## src/rtl/tinyrv_pkg.sv

```systemverilog
// Shared definitions for the byte-phased register-file port: widths,
// sequencer state encoding and byte-lane helpers.
package tinyrv_pkg;

  localparam int REG_AW  = 4;
  localparam int NPHASE  = 4;
  localparam int PHASE_W = 2;
  localparam int XLEN    = 32;

  localparam logic [PHASE_W-1:0] LAST_PHASE = PHASE_W'(NPHASE - 1);

  typedef enum logic [1:0] {
    IDLE  = 2'd0,
    XFER  = 2'd1,
    DRAIN = 2'd2,
    RESP  = 2'd3
  } seq_state_e;

  // Pick byte lane 'lane' out of a little-endian word (lane 0 = bits 7:0).
  function automatic logic [7:0] lane_sel(input logic [XLEN-1:0] word,
                                          input logic [PHASE_W-1:0] lane);
    logic [7:0] b;
    case (lane)
      2'd0:    b = word[7:0];
      2'd1:    b = word[15:8];
      2'd2:    b = word[23:16];
      2'd3:    b = word[31:24];
      default: b = 8'h00;
    endcase
    return b;
  endfunction

  // Replace byte lane 'lane' of a word, leaving the other lanes untouched.
  function automatic logic [XLEN-1:0] lane_insert(input logic [XLEN-1:0] word,
                                                  input logic [PHASE_W-1:0] lane,
                                                  input logic [7:0] b);
    logic [XLEN-1:0] w;
    w = word;
    case (lane)
      2'd0:    w[7:0]   = b;
      2'd1:    w[15:8]  = b;
      2'd2:    w[23:16] = b;
      2'd3:    w[31:24] = b;
      default: w = word;
    endcase
    return w;
  endfunction

endpackage

```

## src/rtl/regfile_phase_sequencer_if.sv

```systemverilog
// Core-side request/response bundle of the register-file phase sequencer.
// The core is the master; the sequencer is the slave.
interface regfile_phase_sequencer_if;
  import tinyrv_pkg::*;

  logic              req_valid;
  logic              req_ready;
  logic [REG_AW-1:0] req_rs1;
  logic [REG_AW-1:0] req_rs2;
  logic [REG_AW-1:0] req_rd;
  logic              req_wen;
  logic [XLEN-1:0]   req_wdata;
  logic              resp_valid;
  logic              resp_ready;
  logic [XLEN-1:0]   resp_rs1_dat;
  logic [XLEN-1:0]   resp_rs2_dat;

  modport master (
    output req_valid, req_rs1, req_rs2, req_rd, req_wen, req_wdata, resp_ready,
    input  req_ready, resp_valid, resp_rs1_dat, resp_rs2_dat
  );

  modport slave (
    input  req_valid, req_rs1, req_rs2, req_rd, req_wen, req_wdata, resp_ready,
    output req_ready, resp_valid, resp_rs1_dat, resp_rs2_dat
  );

endinterface

```

## src/rtl/regfile_phase_sequencer_byte_lane_assembler.sv

```systemverilog
// Rebuilds a 32-bit operand from bytes returned one lane at a time.
module byte_lane_assembler
  import tinyrv_pkg::*;
(
  input  logic               clk,
  input  logic               rst,
  input  logic               clear,
  input  logic               we,
  input  logic [PHASE_W-1:0] lane,
  input  logic [7:0]         data_byte,
  output logic [XLEN-1:0]    word
);

  logic [XLEN-1:0] word_r;

  // Accumulate one byte per enabled cycle; each new transaction starts from zero
  always_ff @(posedge clk) begin
    if (rst) begin
      word_r <= 32'h0000_0000;
    end else if (clear) begin
      word_r <= 32'h0000_0000;
    end else if (we) begin
      word_r <= lane_insert(word_r, lane, data_byte);
    end else begin
      word_r <= word_r;
    end
  end

  assign word = word_r;

endmodule

```

## src/rtl/regfile_phase_sequencer.sv

```systemverilog
// Initiator side of the byte-phased register-file port. Serialises one
// read/read/optional-write transaction into four byte phases and reassembles
// the returned read bytes into two 32-bit operands.
module regfile_phase_sequencer
  import tinyrv_pkg::*;
#(
  parameter int RD_LAT = 1
) (
  input  logic               clk,
  input  logic               rst,
  regfile_phase_sequencer_if.slave bus,
  output logic [PHASE_W-1:0] mux_phase,
  output logic [REG_AW-1:0]  rs1,
  output logic [REG_AW-1:0]  rs2,
  output logic [REG_AW-1:0]  rd,
  output logic [7:0]         rd_dat,
  input  logic [7:0]         rs1_dat,
  input  logic [7:0]         rs2_dat
);

  seq_state_e         state_r;
  logic [PHASE_W-1:0] phase_r;
  logic [REG_AW-1:0]  rs1_r;
  logic [REG_AW-1:0]  rs2_r;
  logic [REG_AW-1:0]  rd_r;
  logic [7:0]         rd_dat_r;
  logic [XLEN-1:0]    wdata_r;
  logic               req_ready_r;
  logic               resp_valid_r;

  logic               new_req_s;
  logic [REG_AW-1:0]  eff_rd_s;
  logic               cap_we_s;
  logic [PHASE_W-1:0] cap_lane_s;
  logic [XLEN-1:0]    word1_s;
  logic [XLEN-1:0]    word2_s;

  // Request handshake and effective write address (no write without req_wen)
  always_comb begin
    new_req_s = 1'b0;
    eff_rd_s  = 4'd0;
    if ((state_r == IDLE) && bus.req_valid && req_ready_r) begin
      new_req_s = 1'b1;
    end else begin
      new_req_s = 1'b0;
    end
    if (bus.req_wen) begin
      eff_rd_s = bus.req_rd;
    end else begin
      eff_rd_s = 4'd0;
    end
  end

  // Sequencer FSM with registered port outputs
  always_ff @(posedge clk) begin
    if (rst) begin
      state_r      <= IDLE;
      phase_r      <= 2'd0;
      rs1_r        <= 4'd0;
      rs2_r        <= 4'd0;
      rd_r         <= 4'd0;
      rd_dat_r     <= 8'h00;
      wdata_r      <= 32'h0000_0000;
      req_ready_r  <= 1'b1;
      resp_valid_r <= 1'b0;
    end else begin
      case (state_r)
        IDLE: begin
          if (new_req_s) begin
            state_r     <= XFER;
            phase_r     <= 2'd0;
            rs1_r       <= bus.req_rs1;
            rs2_r       <= bus.req_rs2;
            rd_r        <= eff_rd_s;
            wdata_r     <= bus.req_wdata;
            rd_dat_r    <= lane_sel(bus.req_wdata, 2'd0);
            req_ready_r <= 1'b0;
          end else begin
            state_r <= IDLE;
          end
        end
        XFER: begin
          if (phase_r == LAST_PHASE) begin
            // Write port goes quiet after the last phase so no byte repeats
            rd_r     <= 4'd0;
            rd_dat_r <= 8'h00;
            if (RD_LAT == 1) begin
              state_r <= DRAIN;
            end else begin
              state_r      <= RESP;
              phase_r      <= 2'd0;
              resp_valid_r <= 1'b1;
            end
          end else begin
            phase_r  <= phase_r + 2'd1;
            rd_dat_r <= lane_sel(wdata_r, phase_r + 2'd1);
          end
        end
        DRAIN: begin
          state_r      <= RESP;
          phase_r      <= 2'd0;
          resp_valid_r <= 1'b1;
        end
        RESP: begin
          if (bus.resp_ready) begin
            state_r      <= IDLE;
            resp_valid_r <= 1'b0;
            req_ready_r  <= 1'b1;
          end else begin
            state_r <= RESP;
          end
        end
        default: begin
          state_r      <= IDLE;
          phase_r      <= 2'd0;
          rd_r         <= 4'd0;
          rd_dat_r     <= 8'h00;
          req_ready_r  <= 1'b1;
          resp_valid_r <= 1'b0;
        end
      endcase
    end
  end

  generate
    if (RD_LAT == 0) begin : g_lat0
      // Read bytes belong to the phase being driven right now
      always_comb begin
        cap_we_s   = (state_r == XFER);
        cap_lane_s = phase_r;
      end
    end else begin : g_lat1
      logic               dly_vld_r;
      logic [PHASE_W-1:0] dly_lane_r;

      // Remember the phase driven last cycle; its read bytes arrive this cycle
      always_ff @(posedge clk) begin
        if (rst) begin
          dly_vld_r  <= 1'b0;
          dly_lane_r <= 2'd0;
        end else begin
          dly_vld_r  <= (state_r == XFER);
          dly_lane_r <= phase_r;
        end
      end

      // Capture strobe follows the delayed phase
      always_comb begin
        cap_we_s   = dly_vld_r;
        cap_lane_s = dly_lane_r;
      end
    end
  endgenerate

  byte_lane_assembler u_asm_rs1 (
    .clk       (clk),
    .rst       (rst),
    .clear     (new_req_s),
    .we        (cap_we_s),
    .lane      (cap_lane_s),
    .data_byte (rs1_dat),
    .word      (word1_s)
  );

  byte_lane_assembler u_asm_rs2 (
    .clk       (clk),
    .rst       (rst),
    .clear     (new_req_s),
    .we        (cap_we_s),
    .lane      (cap_lane_s),
    .data_byte (rs2_dat),
    .word      (word2_s)
  );

  assign mux_phase        = phase_r;
  assign rs1              = rs1_r;
  assign rs2              = rs2_r;
  assign rd               = rd_r;
  assign rd_dat           = rd_dat_r;
  assign bus.req_ready    = req_ready_r;
  assign bus.resp_valid   = resp_valid_r;
  assign bus.resp_rs1_dat = word1_s;
  assign bus.resp_rs2_dat = word2_s;

endmodule
```

## src/flat_wrapper.sv

```systemverilog
// flat-port wrapper written by rule: the top's interface ports become plain ports
module regfile_phase_sequencer_flat import tinyrv_pkg::*;
#(
  parameter int RD_LAT = 1
)
  (clk, rst, mux_phase, rs1, rs2, rd, rd_dat, rs1_dat, rs2_dat, bus_req_valid, bus_req_rs1, bus_req_rs2, bus_req_rd, bus_req_wen, bus_req_wdata, bus_resp_ready, bus_req_ready, bus_resp_valid, bus_resp_rs1_dat, bus_resp_rs2_dat);
  regfile_phase_sequencer_if bus_i ();
  input  logic clk;
  input  logic rst;
  output logic [PHASE_W-1:0] mux_phase;
  output logic [REG_AW-1:0] rs1;
  output logic [REG_AW-1:0] rs2;
  output logic [REG_AW-1:0] rd;
  output logic [7:0] rd_dat;
  input  logic [7:0] rs1_dat;
  input  logic [7:0] rs2_dat;
  input wire logic [$bits(bus_i.req_valid)-1:0] bus_req_valid;
  input wire logic [$bits(bus_i.req_rs1)-1:0] bus_req_rs1;
  input wire logic [$bits(bus_i.req_rs2)-1:0] bus_req_rs2;
  input wire logic [$bits(bus_i.req_rd)-1:0] bus_req_rd;
  input wire logic [$bits(bus_i.req_wen)-1:0] bus_req_wen;
  input wire logic [$bits(bus_i.req_wdata)-1:0] bus_req_wdata;
  input wire logic [$bits(bus_i.resp_ready)-1:0] bus_resp_ready;
  output wire logic [$bits(bus_i.req_ready)-1:0] bus_req_ready;
  output wire logic [$bits(bus_i.resp_valid)-1:0] bus_resp_valid;
  output wire logic [$bits(bus_i.resp_rs1_dat)-1:0] bus_resp_rs1_dat;
  output wire logic [$bits(bus_i.resp_rs2_dat)-1:0] bus_resp_rs2_dat;
  assign bus_i.req_valid = bus_req_valid;
  assign bus_i.req_rs1 = bus_req_rs1;
  assign bus_i.req_rs2 = bus_req_rs2;
  assign bus_i.req_rd = bus_req_rd;
  assign bus_i.req_wen = bus_req_wen;
  assign bus_i.req_wdata = bus_req_wdata;
  assign bus_i.resp_ready = bus_resp_ready;
  assign bus_req_ready = bus_i.req_ready;
  assign bus_resp_valid = bus_i.resp_valid;
  assign bus_resp_rs1_dat = bus_i.resp_rs1_dat;
  assign bus_resp_rs2_dat = bus_i.resp_rs2_dat;
  regfile_phase_sequencer #(.RD_LAT(RD_LAT)) u_core (.clk(clk), .rst(rst), .bus(bus_i), .mux_phase(mux_phase), .rs1(rs1), .rs2(rs2), .rd(rd), .rd_dat(rd_dat), .rs1_dat(rs1_dat), .rs2_dat(rs2_dat));
endmodule
```

## config.mk

```make
export PLATFORM = sky130hd
export DESIGN_NAME = regfile_phase_sequencer_flat
export DESIGN_NICKNAME = d
export VERILOG_FILES = /design/src/rtl/tinyrv_pkg.sv /design/src/rtl/regfile_phase_sequencer_if.sv /design/src/rtl/regfile_phase_sequencer_byte_lane_assembler.sv /design/src/rtl/regfile_phase_sequencer.sv /design/src/flat_wrapper.sv
export SDC_FILE = /design/constraint.sdc
export NUM_CORES = 1
export LEC_CHECK = 0
export BUFFER_PORTS_ARGS = -buffer_cell sky130_fd_sc_hd__buf_2
export CORE_MARGIN = 2
export CORE_UTILIZATION = 40
export CTS_BUF_LIST = sky130_fd_sc_hd__clkbuf_16
export DETAILED_ROUTE_END_ITERATION = 7
export GPL_TIMING_DRIVEN = 0
export HOLD_SLACK_MARGIN = 0.06
export PLACE_DENSITY_LB_ADDON = 0.12
export SYNTH_ARGS = -nofsm -noshare
export SYNTH_HDL_FRONTEND = slang
export SYNTH_SLANG_ARGS = --single-unit
```

## constraint.sdc

```tcl
create_clock -name clk -period 2.05 [get_ports clk]
set_input_delay 0.41 -clock clk [delete_from_list [all_inputs] [get_ports clk]]
set_output_delay 0.41 -clock clk [all_outputs]
set_load 0.005 [all_outputs]
```

==> impl_results.md, run 1 <==
- Cell variety after synth: 38
- Worst Hold End: u_core.rd_dat[0]$_SDFFE_PP0P_
- Startpoint Class: flop
- Worst-Skew Late Latency: 410 ps
- Hold_buf cts: 0
- CP required: 2340 ps
- Resize count post-CTS: 0
- Min Clock Period, post-route: about 1800 ps
- VDD IR max: 0.0004275 V
- DR pass1 iterations: 6
- Slew @ Worst Pin: 630.5 ps
- Fillers: 1036
- Vias in the first global route: 3923
- Setup TNS: 0 ps
- Register area share after synthesis: 53.39%
- Area leader, netlist: dfxtp_1
- Synth top area share: 53.39%
- Fin crit share: 85.61%
- Die X: around 110 um
- Full die area: 11820 sq um
- Number of port buffers: 151
- Final Slew Violations: 0
- Final Non-Filler Cells: 859
- Area delta synth->final: 33.74%
- Fin. Hold Viols: 0
- Synth area leaders: dfxtp_1, nand2_1, a21oi_1, a222oi_1, buf_2
- Synthesized area: 4387 sq um
- Starting Density: between 40% and 50%
- Met2 GRT Util: 34.20%
- Status: complete, no violations
- Mapped Cells: 536
- Setup bufs post-CTS: 0
- Hold Path Stages: 2
- Leak: approximately 2.5 nW
- Worst R2R Path Depth: 6
- Mapped Nets: approximately 610
- Hold Path Origin: bus_req_wdata[0]
- Syn Area/Cell: 8.184 sq um
- Clock Path Buffers: 2
- Hold Path Class: in -> reg
- Most numerous cell in the Yosys netlist: nand2_1
- Layout Skew: 6.742 ps
- Rows: 38
- Routed len/inst: 13.87 um
- Reg2reg end: u_core.rd_dat[1]$_SDFFE_PP0P_
- Ys flop type: dfxtp_1
- DRC: 0
- Placer Congestion: between 0.7 and 0.8
- GRT overflow: 0
- Nets: 775
- M3 GR Usage: roughly 6.9%
- Diodes inserted: 0
- Max-cap violations: 0
- Synthesis-stage register bit count: 117
- Synth cell count leaders: nand2_1, dfxtp_1, a21oi_1
- Vias: 4191
- Drt total wl: around 12000 um
- Max Clock Freq: 569.8 MHz
- Clock tree sinks: about 120
- Crit path DAT: a little over 2000 ps
- Root buffer cell: clkbuf_16
- Placed Cells: just over 800
- Setup CP Type: reg -> reg
- Met1 Use GR: 24.58%
- Share of cells above drive strength 1: between 20% and 30%
- Worst setup startpoint: u_core.mux_phase[0]$_SDFFE_PP0P_
- Die Y: 108.7 um
- Gr usage total: 20.52%
- HPWL Detailed: 8826 um
- First-pass GRT wire length: between 15000 and 20000 um
- DRT iter0 DRCs: 188
- Reg clk slew, reported paths: 50 ps
- Worst slew margin: 57.97%
- Endpoint class of the critical path: flop
- # setup viols final: 0
- Largest net degree at the start of global routing: 17
- DRT antenna net count: 0
- R2r setup slk: about 290 ps
- EDFF count, synth: 0
- Busiest grt layer: met2
- Synth async-reset ratio: 0%
- H-tree level count: 4
- Yosys warns: 0
- Initial antenna violation count: 0
- Ports: 153
- Core footprint: 10790 sq um
- Via density: a little under 5
- Num CTS Buffers: 17
- Cell Pwr Density: 954.7 nW/um^2
- CP Max Fanout: 8
- RSZ-0062 raised after global routing: false
- RR Startpoint: u_core.mux_phase[0]$_SDFFE_PP0P_
- CTS tree: done
-- how the worst max path moves through the flow --
stage | slack [ps] | endpoint
finish | 290 | u_core.rd_dat[1]$_SDFFE_PP0P_
global route | 200 | u_core.rd_dat[2]$_SDFFE_PP0P_
CTS | 320 | u_core.rd_dat[1]$_SDFFE_PP0P_
detailed placement | 260 | u_core.u_asm_rs1.word[14]$_SDFFE_PP0P_
global placement | 310 | u_core.u_asm_rs1.word[10]$_SDFFE_PP0P_
floorplan | 460 | u_core.mux_phase[1]$_SDFFE_PP0P_
-- layer usage --
metal,up-vias,share of wire (%)
met3,23,7.0
li1,2131,-
met4,0,2.1
met5,-,0
met1,1897,44
met2,140,47
-- sequential cells by signal, summed over array words and instances, names as in the netlist --
name and flops:
u_core.rd_dat 8, u_core.rd 4, u_core.u_asm_rs2.word 32, u_core.mux_phase 2, u_core.cap_we_s 1, u_core.bus.resp_valid 1, u_core.rs1 4, u_core.rs2 4
u_core.u_asm_rs1.word 32, u_core.cap_lane_s 2, u_core.wdata_r 24, u_core.state_r 2, u_core.bus.req_ready 1
-- cells by family after synthesis --
| group | synth area share [%] |
|---|---|
| AND/OR/NAND/NOR | 22.53 |
| multiplexers | 1.169 |
| buffers and inverters | 5.020 |
| AO/OA/AOI/OAI | 16.74 |
| adder cells (fa/ha/maj) | 1.141 |
| flip-flops | 53.39 |
-- worst max-delay path: stages, from the launching register on --
cell and delay [ps]:
dfxtp_1 420, inv_1 90, ha_1 200, buf_4 160, a222oi_1 390, nor2_1 80, a221o_2 290
-- layout make-up --
type	count	area, sq um	share of cell area, %
repair buffers	151	755.7	12.88
flip-flops and latches	117	2342	39.92
plain buffers	42	205.2	3.498
multi-input cells	373	1824	31.09
well taps	140	175.2	2.986
clock inverters	15	123.9	2.111
clock buffers	17	425.4	7.251
inverters	4	15.01	0.2559
-- layout by cell type (no fill, tap or decap), drive strengths merged, types with 3 or more instances in the layout --
cell type,n
nand2,202
buf,174
dfxtp,117
a21oi,102
clkbuf,36
nor2,11
a222oi,8
inv,7
a221o,7
clkinv,7
nand3,6
mux2i,4
ha,4
nand3b,3
o21ai,3
clkinvlp,3
or3b,3
-- through the flow --
stage	setup slack (ps)	total power, W	hold slack [ps]	area (sq um)	util, %
3_3_place_gp	309.2	0.002903	438.4	5318	49.27
2_1_floorplan	462.8	0.002703	434.3	4387	-
4_1_cts	317.6	0.005644	223.2	5867	54.36
5_1_grt	202.1	0.005834	223.4	5867	54.36
3_5_place_dp	259.6	0.002913	443.5	5318	49.27
6_report	295.0	0.005601	234.0	5867	54.36
-- where the power goes --
| group | switching [W] | internal (W) |
|---|---|---|
| clock network | 0.000993 | 0.00174 |
| logic | 0.000266 | 0.000191 |
| registers | 0.0000500 | 0.00236 |
| total | 0.00131 | 0.00429 |
(Power assumes the default switching activity.)
==> run 2: changes to the inputs <==
--- a/config.mk
+++ b/config.mk
@@ -7,7 +7,7 @@
 export LEC_CHECK = 0
 export BUFFER_PORTS_ARGS = -buffer_cell sky130_fd_sc_hd__buf_2
 export CORE_MARGIN = 2
-export CORE_UTILIZATION = 40
+export CORE_UTILIZATION = 30
 export CTS_BUF_LIST = sky130_fd_sc_hd__clkbuf_16
 export DETAILED_ROUTE_END_ITERATION = 7
 export GPL_TIMING_DRIVEN = 0
==> run 2 against run 1 <==
Effect of this change:
- clock skew rose by 1.1 ps
- sequential share of layout area fell by 0.21 points
- fmax fell by 1.6%
- register-to-register slack got worse by 30 ps
- sequential power barely moved
- cell count rose by 4.8%
- hold slack got worse by 10 ps
- first-iteration DRC count rose by 27%
- critical endpoint is now u_core.rd_dat[2]$_SDFFE_PP0P_
==> impl_results.md, run 2 (same netlist as run 1, synthesis figures left out) <==
- Status: complete, no violations
- Leak: around 2.5 nW
- Max-cap violations: 0
- Area delta synth->final: 34.46%
- DRT iter0 DRCs: 239
- Fin. Hold Viols: 0
- Startpoint Class: flop
- Resize count post-CTS: 0
- Share of cells above drive strength 1: 28.63%
- Root buffer cell: clkbuf_16
- HPWL Detailed: just under 10000 um
- Fin Hold WS: 223.8 ps
- Busiest grt layer: met2
- Pre-CTS WS: 272.1 ps
- Starting Density: 30.41%
- Full die area: around 16000 sq um
- VDD IR max: around 0.00050 V
- Ports: approximately 150
- Core footprint: 14420 sq um
- CTS tree: done
- Met2 GRT Util: 27.74%
- Hold Path Class: in -> reg
- First-pass GRT wire length: 21160 um
- Slew @ Worst Pin: 647.1 ps
- Met1 Use GR: 20.94%
- Layout Skew: just under 8 ps
- Initial antenna violation count: 0
- Fin crit share: 87.01%
- Storage element area: ~2300 sq um
- Min Clock Period, post-route: 1784 ps
- Hold_buf cts: 0
- Fillers: 1497
- CP required: ~2400 ps
- Final Slew Violations: 0
- Diodes inserted: 0
- Setup bufs post-CTS: 0
- Num CTS Buffers: 17
- Worst slew margin: a little under three fifths
- Nets: a little under 800
- Via density: about 4.6
- Commonest non-fill, non-tap cell in the layout: nand2_1
- Final WS setup: 266.4 ps
- Rows: 44
- Crit path DAT: 2080 ps
- Max Clock Freq: about 560 MHz
- Routed len/inst: 14.35 um
- Setup TNS: 0 ps
- # setup viols final: 0
- DRC: 0
- Most frequent cells in the layout: nand2_1, buf_2, dfxtp_1
- Largest net degree at the start of global routing: 17
- Area occupied by multi-input gates: 1824 sq um
- CP Max Fanout: 8
- Worst-Skew Late Latency: 410 ps
- Clock Path Buffers: 2
- Die Y: 124.9 um
- Setup CP Type: reg -> reg
- Cell Pwr Density: approximately 940 nW/um^2
- RSZ-0062 raised after global routing: false
- Die X: between 100 and 150 um
- Vias in the first global route: 4105
- Endpoint class of the critical path: flop
- DRT antenna net count: 0
- Post-layout util: 40.89%
- H-tree level count: 4
- DR pass1 iterations: 4
- M3 GR Usage: a little over 5%
- Clock tree sinks: approximately 120
- Reg clk slew, reported paths: 50 ps
- Placer Congestion: 0.7860
- Drt total wl: 12920 um
- GRT overflow: 0
- Gr usage total: 16.98%
- Vias: 4162
- Number of port buffers: ~150
-- run 2: area by class of cell --
type,count,area share (%)
flip-flops and latches,117,39.71
well taps,184,3.903
inverters,4,0.2546
multi-input cells,373,30.93
clock buffers,17,7.213
plain buffers,42,3.479
clock inverters,12,1.697
repair buffers,151,12.81
-- run 2: critical path, stage by stage, from the launching register on --
cell and delay, ps:
dfxtp_1 430, inv_1 100, ha_1 210, buf_4 160, a222oi_1 390, nor2_1 90, a221o_2 300
-- run 2: worst paths after layout --
kind | slack (ps) | endpoint | from | cells after the start
max | 270 | u_core.rd_dat[2]$_SDFFE_PP0P_ | u_core.mux_phase[0]$_SDFFE_PP0P_ | 6
min | 220 | u_core.rd_dat[2]$_SDFFE_PP0P_ | bus_req_wdata[2] | 2
max reg2reg | 270 | u_core.rd_dat[2]$_SDFFE_PP0P_ | u_core.mux_phase[0]$_SDFFE_PP0P_ | 6
min reg2reg | 450 | u_core.u_asm_rs1.word[31]$_SDFFE_PP0P_ | u_core.u_asm_rs1.word[31]$_SDFFE_PP0P_ | 2
-- run 2: through the flow --
| step | total power (W) | cells | area, sq um |
|---|---|---|---|
| 3_3_place_gp | 0.002913 | 871 | 5373 |
| 3_5_place_dp | 0.002920 | 871 | 5373 |
| 4_1_cts | 0.005607 | 900 | 5898 |
| 5_1_grt | 0.005791 | 900 | 5898 |
| 2_1_floorplan | 0.002703 | 536 | 4387 |
| 6_report | 0.005559 | 900 | 5898 |
-- run 2: metal layers --
| metal | routed length, um | part of all wire [%] | up-vias |
|---|---|---|---|
| met2 | 5953 | 46 | 141 |
| met5 | 0 | 0 | - |
| li1 | - | - | 2115 |
| met4 | 249 | 1.9 | 0 |
| met3 | 812 | 6.3 | 17 |
| met1 | 5899 | 46 | 1889 |
-- run 2: report_power, final --
| group | internal (W) | total (W) | switching (W) |
|---|---|---|---|
| Combinational | 0.000191 | 0.000462 | 0.000271 |
| Clock | 0.00172 | 0.00269 | 0.000969 |
| Sequential | 0.00236 | 0.00241 | 0.0000503 |
